**config.mk**
```make
export PLATFORM = sky130hd
export DESIGN_NAME = adc_valid_aligner_flat
export DESIGN_NICKNAME = d
export VERILOG_FILES = /design/src/rtl/adc_align_pkg.sv /design/src/rtl/adc_valid_aligner_if.sv /design/src/rtl/adc_valid_lane.sv /design/src/rtl/adc_valid_aligner.sv /design/src/flat_wrapper.sv
export SDC_FILE = /design/constraint.sdc
export NUM_CORES = 1
export LEC_CHECK = 0
export BUFFER_PORTS_ARGS = -buffer_cell sky130_fd_sc_hd__buf_2
export CAP_MARGIN = 20
export CORE_MARGIN = 2
export CORE_UTILIZATION = 45
export DETAILED_ROUTE_END_ITERATION = 8
export GPL_TIMING_DRIVEN = 0
export PLACE_DENSITY = 0.66
export SLEW_MARGIN = 10
export SYNTH_ARGS = -nofsm -noshare
export SYNTH_HDL_FRONTEND = slang
export SYNTH_SLANG_ARGS = --single-unit
```
**constraint.sdc**
```tcl
create_clock -name adc1_out_clk -period 2.7 [get_ports adc1_out_clk]
set_input_delay 0.135 -clock adc1_out_clk [delete_from_list [all_inputs] [get_ports adc1_out_clk]]
set_output_delay 0.135 -clock adc1_out_clk [all_outputs]
set_load 0.05 [all_outputs]
```
**src/rtl/adc_align_pkg.sv**
```systemverilog
// Shared definitions for the ADC valid aligner: default sizing, the lane
// state encoding and the latency range check used by every lane.
package adc_align_pkg;

    localparam int MAX_LAT_DEF = 64;
    localparam int LAT_W_DEF   = 7;

    // A lane is either waiting for a burst or inside one.
    typedef enum logic {
        LANE_IDLE = 1'b0,
        LANE_RUN  = 1'b1
    } lane_state_e;

    // A latency is usable when it selects an existing delay-line tap:
    // 1..max inclusive. Zero would need a tap before the newest bit.
    function automatic logic lat_ok(input logic [31:0] lat, input logic [31:0] max);
        return (lat != 32'd0) && (lat <= max);
    endfunction

endpackage

```
**src/rtl/adc_valid_aligner_if.sv**
```systemverilog
// Bundle between the readout sequencer side and the aligner.
//
// Handshake: there is no backpressure. dat_valid[c] qualifies dat_out lane c
// in the cycle it is high; the consumer must accept every valid word. sop[c]
// is only ever high together with dat_valid[c]. burst_done[c] is high for one
// cycle, on the first cycle after the burst's last valid word, and burst_len
// lane c is stable from that cycle until the next burst_done[c].
// lane_run exposes each lane FSM (1 = inside a burst) for observation.
interface adc_valid_aligner_if #(
    parameter int N_CH  = 2,
    parameter int DW    = 14,
    parameter int LAT_W = 7,
    parameter int CW    = 12
);
    logic                  adc_rd;
    logic [N_CH*LAT_W-1:0] tlat;
    logic [N_CH*DW-1:0]    adc_data;
    logic [N_CH*DW-1:0]    dat_out;
    logic [N_CH-1:0]       dat_valid;
    logic [N_CH-1:0]       sop;
    logic [N_CH-1:0]       burst_done;
    logic [N_CH*CW-1:0]    burst_len;
    logic [N_CH-1:0]       lat_err;
    logic [N_CH-1:0]       lane_run;

    modport master (
        output adc_rd, tlat, adc_data,
        input  dat_out, dat_valid, sop, burst_done, burst_len, lat_err, lane_run
    );

    modport slave (
        input  adc_rd, tlat, adc_data,
        output dat_out, dat_valid, sop, burst_done, burst_len, lat_err, lane_run
    );
endinterface

```
**src/rtl/adc_valid_lane.sv**
```systemverilog
// One aligner channel: latency shadow register, tap selection from the shared
// delay line, registered data/valid, and the burst FSM with its word counter.
module adc_valid_lane
    import adc_align_pkg::*;
#(
    parameter int DW      = 14,
    parameter int MAX_LAT = MAX_LAT_DEF,
    parameter int LAT_W   = LAT_W_DEF,
    parameter int CW      = 12
) (
    input  logic               clk_i,
    input  logic               rst_i,
    input  logic               line_idle_i,
    input  logic [MAX_LAT-1:0] dly_i,
    input  logic [LAT_W-1:0]   tlat_i,
    input  logic [DW-1:0]      data_i,
    output logic [DW-1:0]      dat_out_o,
    output logic               dat_valid_o,
    output logic               sop_o,
    output logic               burst_done_o,
    output logic [CW-1:0]      burst_len_o,
    output logic               lat_err_o,
    output lane_state_e        state_o
);

    localparam logic [CW-1:0] CNT_MAX = '1;

    logic [LAT_W-1:0] lat_q;
    logic             lat_err;
    logic             tap;

    lane_state_e      state_q, state_d;
    logic [CW-1:0]    cnt_q, cnt_d;
    logic [CW-1:0]    len_q, len_d;
    logic             sop_q, sop_d;
    logic             done_q, done_d;
    logic             valid_q;
    logic [DW-1:0]    dout_q;

    assign lat_err = !lat_ok(32'(lat_q), 32'(MAX_LAT));

    // Latency shadow: captured during reset, otherwise only while nothing is
    // in flight, so a new latency can never cut or stretch a valid window.
    always_ff @(posedge clk_i) begin
        if (rst_i || (line_idle_i && !valid_q)) begin
            lat_q <= tlat_i;
        end
    end

    // Tap select: latency L picks dly[L-1]; an out-of-range latency gives no
    // tap at all rather than a substitute one.
    always_comb begin
        tap = 1'b0;
        for (int i = 0; i < MAX_LAT; i++) begin
            if (lat_q == LAT_W'(i + 1)) begin
                tap = dly_i[i];
            end
        end
        if (lat_err) begin
            tap = 1'b0;
        end
    end

    // Burst FSM next state: start on a rising tap, count while it stays high,
    // publish the count when it falls. Pulses default low every cycle.
    always_comb begin
        state_d = state_q;
        cnt_d   = cnt_q;
        len_d   = len_q;
        sop_d   = 1'b0;
        done_d  = 1'b0;
        if (lat_err) begin
            state_d = LANE_IDLE;
            cnt_d   = '0;
        end else begin
            case (state_q)
                LANE_IDLE: begin
                    if (tap) begin
                        state_d = LANE_RUN;
                        sop_d   = 1'b1;
                        cnt_d   = CW'(1);
                    end
                end
                LANE_RUN: begin
                    if (tap) begin
                        if (cnt_q != CNT_MAX) begin
                            cnt_d = cnt_q + CW'(1);
                        end
                    end else begin
                        state_d = LANE_IDLE;
                        len_d   = cnt_q;
                        done_d  = 1'b1;
                        cnt_d   = '0;
                    end
                end
                default: begin
                    state_d = LANE_IDLE;
                    cnt_d   = '0;
                end
            endcase
        end
    end

    // FSM and burst bookkeeping registers; reset aborts a burst silently.
    always_ff @(posedge clk_i) begin
        if (rst_i) begin
            state_q <= LANE_IDLE;
            cnt_q   <= '0;
            len_q   <= '0;
            sop_q   <= 1'b0;
            done_q  <= 1'b0;
        end else begin
            state_q <= state_d;
            cnt_q   <= cnt_d;
            len_q   <= len_d;
            sop_q   <= sop_d;
            done_q  <= done_d;
        end
    end

    // Output data path: valid follows the tap, data is registered every cycle
    // whether or not it is valid so both see the same one-cycle delay.
    always_ff @(posedge clk_i) begin
        if (rst_i) begin
            valid_q <= 1'b0;
            dout_q  <= '0;
        end else begin
            valid_q <= tap;
            dout_q  <= data_i;
        end
    end

    assign dat_out_o    = dout_q;
    assign dat_valid_o  = valid_q;
    assign sop_o        = sop_q;
    assign burst_done_o = done_q;
    assign burst_len_o  = len_q;
    assign lat_err_o    = lat_err;
    assign state_o      = state_q;

endmodule

```
**src/rtl/adc_valid_aligner.sv**
```systemverilog
// Multi-channel ADC data-valid aligner. Resynchronises the sequencer's read
// strobe into adc1_out_clk, feeds one shared delay line, and lets each
// channel tap it at its own latency. LAT_W must satisfy 2**LAT_W > MAX_LAT.
module adc_valid_aligner
    import adc_align_pkg::*;
#(
    parameter int N_CH    = 2,
    parameter int DW      = 14,
    parameter int MAX_LAT = MAX_LAT_DEF,
    parameter int LAT_W   = LAT_W_DEF,
    parameter int CW      = 12
) (
    input  logic                adc1_out_clk,
    input  logic                rst,
    adc_valid_aligner_if.slave  bus
);

    logic               s1_q;
    logic               s2_q;
    logic [MAX_LAT-1:0] dly_q;
    logic               line_idle;

    logic [N_CH*DW-1:0] dat_out;
    logic [N_CH-1:0]    dat_valid;
    logic [N_CH-1:0]    sop;
    logic [N_CH-1:0]    burst_done;
    logic [N_CH*CW-1:0] burst_len;
    logic [N_CH-1:0]    lat_err;
    logic [N_CH-1:0]    lane_run;

    // Two-flop resync of the asynchronous strobe, then a shift line where
    // bit 0 holds the newest synchronised sample.
    always_ff @(posedge adc1_out_clk) begin
        if (rst) begin
            s1_q  <= 1'b0;
            s2_q  <= 1'b0;
            dly_q <= '0;
        end else begin
            s1_q  <= bus.adc_rd;
            s2_q  <= s1_q;
            dly_q <= {dly_q[MAX_LAT-2:0], s2_q};
        end
    end

    // Nothing is travelling through the synchroniser or the delay line.
    assign line_idle = !s1_q && !s2_q && (dly_q == '0);

    for (genvar c = 0; c < N_CH; c++) begin : g_lane
        lane_state_e lane_state;

        adc_valid_lane #(
            .DW      (DW),
            .MAX_LAT (MAX_LAT),
            .LAT_W   (LAT_W),
            .CW      (CW)
        ) u_lane (
            .clk_i        (adc1_out_clk),
            .rst_i        (rst),
            .line_idle_i  (line_idle),
            .dly_i        (dly_q),
            .tlat_i       (bus.tlat[c*LAT_W +: LAT_W]),
            .data_i       (bus.adc_data[c*DW +: DW]),
            .dat_out_o    (dat_out[c*DW +: DW]),
            .dat_valid_o  (dat_valid[c]),
            .sop_o        (sop[c]),
            .burst_done_o (burst_done[c]),
            .burst_len_o  (burst_len[c*CW +: CW]),
            .lat_err_o    (lat_err[c]),
            .state_o      (lane_state)
        );

        assign lane_run[c] = (lane_state == LANE_RUN);
    end

    assign bus.dat_out    = dat_out;
    assign bus.dat_valid  = dat_valid;
    assign bus.sop        = sop;
    assign bus.burst_done = burst_done;
    assign bus.burst_len  = burst_len;
    assign bus.lat_err    = lat_err;
    assign bus.lane_run   = lane_run;

endmodule

```
**src/flat_wrapper.sv**
```systemverilog
// flat-port wrapper written by rule: the top's interface ports become plain ports
module adc_valid_aligner_flat import adc_align_pkg::*;
#(
    parameter int N_CH    = 2,
    parameter int DW      = 14,
    parameter int MAX_LAT = MAX_LAT_DEF,
    parameter int LAT_W   = LAT_W_DEF,
    parameter int CW      = 12
)
  (adc1_out_clk, rst, bus_adc_rd, bus_tlat, bus_adc_data, bus_dat_out, bus_dat_valid, bus_sop, bus_burst_done, bus_burst_len, bus_lat_err, bus_lane_run);
  adc_valid_aligner_if #(.N_CH(N_CH), .DW(DW), .LAT_W(LAT_W), .CW(CW)) bus_i ();
  input  logic adc1_out_clk;
  input  logic rst;
  input wire logic [$bits(bus_i.adc_rd)-1:0] bus_adc_rd;
  input wire logic [$bits(bus_i.tlat)-1:0] bus_tlat;
  input wire logic [$bits(bus_i.adc_data)-1:0] bus_adc_data;
  output wire logic [$bits(bus_i.dat_out)-1:0] bus_dat_out;
  output wire logic [$bits(bus_i.dat_valid)-1:0] bus_dat_valid;
  output wire logic [$bits(bus_i.sop)-1:0] bus_sop;
  output wire logic [$bits(bus_i.burst_done)-1:0] bus_burst_done;
  output wire logic [$bits(bus_i.burst_len)-1:0] bus_burst_len;
  output wire logic [$bits(bus_i.lat_err)-1:0] bus_lat_err;
  output wire logic [$bits(bus_i.lane_run)-1:0] bus_lane_run;
  assign bus_i.adc_rd = bus_adc_rd;
  assign bus_i.tlat = bus_tlat;
  assign bus_i.adc_data = bus_adc_data;
  assign bus_dat_out = bus_i.dat_out;
  assign bus_dat_valid = bus_i.dat_valid;
  assign bus_sop = bus_i.sop;
  assign bus_burst_done = bus_i.burst_done;
  assign bus_burst_len = bus_i.burst_len;
  assign bus_lat_err = bus_i.lat_err;
  assign bus_lane_run = bus_i.lane_run;
  adc_valid_aligner #(.N_CH(N_CH), .DW(DW), .MAX_LAT(MAX_LAT), .LAT_W(LAT_W), .CW(CW)) u_core (.adc1_out_clk(adc1_out_clk), .rst(rst), .bus(bus_i));
endmodule
```
==> results_dict.tcl, run 1 <==
set metrics [dict create \
    synthesis.area_um2 7566 \
    start_kind "flop" \
    numCtsBuffers 17 \
    worstPathRequired_ns 3.05 \
    grt_max_degree 17 \
    crit_type "reg2reg" \
    synth_area_per_cell_um2 9.261 \
    power_leakage_nw 4.228 \
    fp-row-count 47 \
    routedWlPerCell_um 18.33 \
    clk_pin_slew_ns 0.07 \
    n_antenna_cell 0 \
    cap_violations 0 \
    synth_xor_area_share_pct 0.5623 \
    dpl.hpwl_um 15040 \
    antenna_found_initial 0 \
    die_x_um 133.7 \
    antenna_left 0 \
    yosys.area.top_type_share_pct 39.69 \
    finalHoldViolCount 0 \
    fp.dieH_um 133.7 \
    overflow 0 \
    synth_mux_area_share_pct 6.664 \
    worst_ep_arrival_time_ns 3.24 \
    final_area_um2 10290 \
    place.gp.congestion 0.9643 \
    synth_seq_area_share_pct 45.25 \
    fin_worst_skew_ns 0.01092 \
    timing.rr.start "u_core.g_lane[0].u_lane.lat_q[3]" \
    cp-startpoint "u_core.g_lane[0].u_lane.lat_q[3]" \
    final_util_pct 62.28 \
    drtIter0Drc 634 \
    layout.cells.non_filler 1266 \
    cts_tree "done" \
    routed_wl_um 23200 \
    synth_fp_nets 864 \
    htree_num_levels 4 \
    powerDensity_nw_per_um2 567.1 \
    insertion_delay_ns 0.43 \
    layout.nets 1080 \
    drc 0 \
    max_freq_mhz 346.4 \
    synthCells 817 \
    synth_largest_area_cell "dfxtp_1" \
    min_period_ns 2.887 \
    synth_compound_area_share_pct 15.40 \
    synth_flop_cell "dfxtp_1" \
    yosys.area_share.simple_pct 26.67 \
    synth_edf_count 14 \
    finalSetupViolations 46 \
    worst_pin_slew_ns 0.9714 \
    via_per_inst 5.744 \
    endpoint "u_core.g_lane[0].u_lane.cnt_q[6]" \
    ios 107 \
    finalSetupTns_ns -3.401 \
    min_path_type "in2reg" \
    hold_ws_ns 0.2109 \
    crit_path_max_fanout 10 \
    port_buffers 106 \
    failed_checks "setup timing" \
    r2r_slack_ns -0.19 \
    start_util_pct 45.79 \
    cts.sinks 164 \
    first_global_vias 6800 \
    first_pass_iters 7 \
    period_share_pct 106.9 \
    status "finished with violations" \
    r2r_cells 11 \
    ys_warn_count 0 \
    layout-drive-gt1-share_pct 30.31 \
    place_area_um2 8372 \
    grt_pass1_wl_um 35810 \
    clk_path_buf_depth 2 \
    yosysUniqueCellTypes 80 \
    synth_top_family_by_area "simple AND/OR/NAND/NOR gates" \
    synth.area.top_cells "dfxtp_1 40%, nor2b_1 8.5%, edfxtp_1 5.6%, mux2i_1 4.2%, nor2_1 2.9%" \
    relSlewSlack_pct 34.56 \
    synth-seq-cells 164 \
    synth_fa_ha_area_share_pct 0.3307 \
    fin_ws_ns -0.1872 \
    vias 7272 \
    grt_use_total_pct 25.41 \
    syn_to_final_growth_pct 36.02 \
    final_max_slew_viol_count 0 \
    rsz0062_at_grt "yes" \
    vdd_drop_max_mv 0.5147 \
    r2r_end "u_core.g_lane[0].u_lane.cnt_q[6]" \
    cts_root_buf "clkbuf_16" \
    cp-end-kind "flop" \
    die-area_um2 17870 \
    place_inst 1143 \
    coreArea_um2 16520 \
    async_flop_share_pct 0 \
]
==> cell usage in the layout (no fill, tap or decap), types with 5 or more instances in the layout <==
cell,count
a211o_1,5
a211oi_1,5
a21o_1,5
a21oi_1,23
a221o_1,7
a31oi_1,7
and3_1,12
buf_2,107
buf_4,56
buf_6,23
clkbuf_1,19
clkbuf_16,18
clkbuf_4,5
dfxtp_1,150
dlygate4sd3_1,43
edfxtp_1,14
inv_1,13
mux2_2,9
mux2i_1,30
nand2_1,45
nand2b_1,10
nand3_1,24
nand3b_1,5
nand4_1,13
nor2_1,53
nor2_2,5
nor2b_1,100
nor3_1,20
nor4_1,23
o211ai_1,9
o21ai_0,21
o21ai_1,7
o221ai_1,7
o22a_1,5
==> registers in the layout, indices dropped and copies added (netlist names) <==
signal,count
u_core.dly_q,64
u_core.g_lane.u_lane.cnt_q,24
u_core.g_lane.u_lane.burst_len_o,24
u_core.g_lane.u_lane.burst_done_o,2
u_core.g_lane.u_lane.sop_o,2
u_core.g_lane.u_lane.dat_valid_o,2
u_core.g_lane.u_lane.lat_q,14
u_core.g_lane.u_lane.dat_out_o,28
u_core.s2_q,1
u_core.s1_q,1
u_core.g_lane.u_lane.state_o,2
==> synthesized netlist by cell type (8+ instances only) <==
cell type and n:
clkbuf_1 27, o22ai_1 8, nand3_1 24, o21ai_0 29, o211ai_1 9, and3_1 12
mux2i_1 32, dfxtp_1 150, buf_2 19, nor2b_1 103, nor2_1 58, buf_4 12
nor3_1 24, a21oi_1 27, mux2_2 9, a31oi_1 8, nand4_1 13, nand2_1 47
edfxtp_1 14, nand2b_1 13, inv_1 15, nor4_1 27
==> cell type report <==
type	count	area, um^2
Clock inverter	11	116.4
Buffer	60	445.4
Inverter	15	63.81
Clock buffer	21	470.5
Multi-Input combinational cell	576	4103
Timing Repair Buffer	199	1394
Tap cell	220	275.3
Fill cell	1384	6233
Sequential cell	164	3423
==> worst max-delay path, cell delays in order (launching register included) <==
cell	delay, ns
edfxtp_1	0.40
buf_6	0.17
nor2b_1	0.17
a32o_1	0.24
a21oi_2	0.17
a31oi_2	0.13
a311oi_2	0.38
a311oi_4	0.17
buf_4	0.17
or2_2	0.31
or3_1	0.33
a211oi_2	0.18
==> kinds of logic (layout without fill, tap and decap cells) <==
logic type,after synthesis,after routing
and+or+nand+nor,363,363
DFF,164,164
AOI/OAI and AO/OA,162,162
buffers and inverters,77,306
muxes,45,45
xor gates and xnor gates,4,4
adders and majority gates,2,2
==> through the flow <==
stage / worst slack (ns) / power [mW]
global placement: -0.4804 / 3.247
finish: -0.1872 / 5.836
CTS: -0.07550 / 5.793
detailed placement: -0.4795 / 3.242
floorplan: 0.05142 / 3.055
global route: -0.2641 / 6.030
==> layer usage <==
layer / wire length (um) / global-route usage, %
met1: 10220 / 33.76
met2: 10540 / 39.86
met3: 1716 / 5.441
met4: 734 / 11.35
met5: 0 / 0
==> how the worst min path moves through the flow <==
| stage | slack [ns] | depth (start not counted) | from | end |
|---|---|---|---|---|
| after detailed placement | 0.31 | 1 | bus_tlat[8] | u_core.g_lane[1].u_lane.lat_q[1] |
| after CTS | 0.20 | 3 | rst | u_core.g_lane[1].u_lane.burst_done_o |
| final | 0.21 | 3 | rst | u_core.g_lane[1].u_lane.burst_done_o |
| after global routing | 0.25 | 3 | rst | u_core.g_lane[1].u_lane.burst_done_o |
| after global placement | 0.31 | 1 | bus_tlat[8] | u_core.g_lane[1].u_lane.lat_q[1] |
| after floorplan | 0.23 | 0 | bus_tlat[0] | u_core.g_lane[0].u_lane.lat_q[0] |
==> report_power, final <==
| part | switching, mW | total, mW | internal, mW |
|---|---|---|---|
| clock | 1.03 | 2.39 | 1.37 |
| sequential | 0.0308 | 2.54 | 2.51 |
| combinational | 0.528 | 0.909 | 0.381 |
==> what timing repair did <==
| action | 4_1_cts | 5_1_grt |
|---|---|---|
| pin swaps | 23 | 12 |
| gates resized for setup | 85 | 55 |
| setup endpoints to repair | 57 | 65 |
| gates cloned | 2 | 1 |
| hold endpoints to repair | 43 | 0 |
| setup buffers | 37 | 10 |
| hold buffers | 43 | 0 |
(Power assumes the default switching activity.)
==> inputs of run 2 (changes only) <==
--- a/config.mk
+++ b/config.mk
@@ -7,6 +7,7 @@
 export LEC_CHECK = 0
 export BUFFER_PORTS_ARGS = -buffer_cell sky130_fd_sc_hd__buf_2
 export CAP_MARGIN = 20
+export CORE_ASPECT_RATIO = 0.9
 export CORE_MARGIN = 2
 export CORE_UTILIZATION = 45
 export DETAILED_ROUTE_END_ITERATION = 8
==> constraint.sdc (replaced) <==
create_clock -name adc1_out_clk -period 2.46 [get_ports adc1_out_clk]
set_input_delay 0.123 -clock adc1_out_clk [delete_from_list [all_inputs] [get_ports adc1_out_clk]]
set_output_delay 0.123 -clock adc1_out_clk [all_outputs]
set_load 0.05 [all_outputs]
==> run 2 against run 1 <==
- the run still ends with setup timing left
- global-route usage increased by 0.61 points
- critical endpoint is now u_core.g_lane[0].u_lane.cnt_q[10]
- first-iteration DRC count up 17%
- routed wire length rose by 2.5%
- clock power rose by 5%
- cell area grew 2.3%
- total power grew 8.9%
- critical path depth is 2 higher
- cell count decreased by 1.0%
- combinational power up 14%
- critical path type unchanged
- highest routed layer unchanged
- count of clock-buffer cells in the layout unchanged
==> results_dict.tcl, run 2 (synthesis gave the netlist of run 1 again) <==
set metrics [dict create \
    numCtsBuffers 17 \
    start_kind "flop" \
    grt_max_degree 17 \
    grt_pass1_wl_um 36600 \
    multi_input_area_um2 4310 \
    use_met1_pct 36.66 \
    first_global_vias 6740 \
    dpl.hpwl_um 15300 \
    grtUsageMet3_pct 5.922 \
    largest_register_ffs 64 \
    die-area_um2 17870 \
    cap_violations 0 \
    vias 7208 \
    port_buffers 106 \
    worst_pin_slew_ns 0.8554 \
    top_register "u_core.dly_q" \
    syn_to_final_growth_pct 39.21 \
    layout_common_cells "150 x dfxtp_1, 108 x buf_2, 99 x nor2b_1" \
    timing.rr.start "u_core.g_lane[0].u_lane.lat_q[2]" \
    max_freq_mhz 349.9 \
    antenna_left 0 \
    pre_cts_ws_ns -0.6379 \
    insertion_delay_ns 0.43 \
    routedWlPerCell_um 18.98 \
    htree_num_levels 4 \
    layout.nets 1081 \
    finalSetupViolations 55 \
    die_x_um 140.7 \
    cts_root_buf "clkbuf_16" \
    period_share_pct 116.2 \
    min_period_ns 2.858 \
    worstPathRequired_ns 2.83 \
    crit_path_max_fanout 5 \
    fp.dieH_um 127.0 \
    start_util_pct 46.43 \
    fp-row-count 44 \
    cp-end-kind "flop" \
    crit_type "reg2reg" \
    via_per_inst 5.753 \
    worst_ep_arrival_time_ns 3.23 \
    min_from "rst" \
    place.gp.congestion 0.9454 \
    clk_path_buf_depth 2 \
    final_util_pct 64.63 \
    power_leakage_nw 4.311 \
    place_area_um2 8454 \
    grt_use_total_pct 26.02 \
    seqCellArea_um2 3423 \
    use_met2_pct 39.54 \
    drtIter0Drc 739 \
    fin_worst_skew_ns 0.01253 \
    vdd_drop_max_mv 0.5066 \
    drc 0 \
    relSlewSlack_pct 42.97 \
    failed_checks "setup timing" \
    antenna_found_initial 0 \
    final_area_um2 10530 \
    clk_pin_slew_ns 0.06 \
    fin_ws_ns -0.3982 \
    rsz0062_at_grt "yes" \
    powerDensity_nw_per_um2 603.1 \
    final_max_slew_viol_count 0 \
    layout_commonest_cell "dfxtp_1" \
    status "finished with violations" \
    coreArea_um2 16300 \
    finalPower_mw 6.353 \
    layout-drive-gt1-share_pct 32.98 \
    busiest_layer "met2" \
    cts_tree "done" \
    routed_wl_um 23780 \
    overflow 0 \
    fill_cells 1297 \
    min_path_type "in2reg" \
    cp-startpoint "u_core.g_lane[0].u_lane.lat_q[2]" \
    ios 107 \
    first_pass_iters 5 \
    cts.sinks 164 \
    n_antenna_cell 0 \
    finalHoldViolCount 0 \
]
run 2: cell count changes in the layout (fill, tap and decap cells not counted), moves of 4 or more:
cell | previous run | this run
nor3_1 | 20 | 15
nor2_4 | 2 | 8
a21oi_1 | 23 | 19
nor2_1 | 53 | 49
nor3_2 | 3 | 7
clkbuf_4 | 5 | 1
buf_6 | 23 | 30
o21ai_2 | 2 | 7
buf_4 | 56 | 45
a21oi_2 | 4 | 8
run 2: worst paths after layout:
check	endpoint	slack (ns)	cells after the start
setup / recovery	u_core.g_lane[0].u_lane.cnt_q[10]	-0.40	13
hold / removal	u_core.g_lane[1].u_lane.burst_done_o	0.27	3
setup reg to reg	u_core.g_lane[0].u_lane.cnt_q[10]	-0.40	13
hold reg to reg	u_core.s2_q	0.46	1
run 2: worst max-delay path, stage by stage (launching register included):
cell and delay [ns]:
edfxtp_1 0.47, buf_6 0.16, nor3b_4 0.18, buf_4 0.17
a21oi_1 0.05, o21a_1 0.17, a221o_1 0.37, a311oi_4 0.38
buf_4 0.18, buf_6 0.09, nor2_4 0.04, clkbuf_8 0.17
a311oi_2 0.21, o21ba_2 0.16
run 2: cell type report:
cell class / count / share of cell area, %
clock inverters: 10 / 0.9385
plain buffers: 60 / 4.443
repair buffers: 198 / 13.80
clock buffers: 21 / 4.372
well taps: 207 / 2.459
inverters: 15 / 0.5583
multi-input cells: 578 / 40.92
flip-flops and latches: 164 / 32.50
run 2: through the flow:
stage	setup TNS [ns]	instances	hold slack [ns]
global placement	-34.02	1130	0.3006
global route	-21.84	1253	0.2918
finish	-15.57	1253	0.2739
CTS	-11.32	1231	0.1961
detailed placement	-27.64	1131	0.3011
floorplan	-2.220	817	0.2219
run 2: timing repair:
| action | in CTS | in global routing |
|---|---|---|
| resized for setup | 107 | 69 |
| hold buffers | 43 | 0 |
| endpoints found under the setup margin | 71 | 71 |
| pin swaps | 29 | 25 |
| gates cloned | 7 | 3 |
| endpoints found under the hold margin | 43 | 0 |
| setup buffers | 21 | 20 |
run 2: metal layers:
layer / vias up / share of wire (%)
li1: 3395 / -
met1: 3378 / 45
met2: 371 / 44
met3: 64 / 8.1
met4: 0 / 2.9
met5: - / 0
run 2: where the power goes:
group          switching, mW  internal (mW)
clock network           1.07           1.45
registers             0.0398           2.75
logic                  0.597          0.445
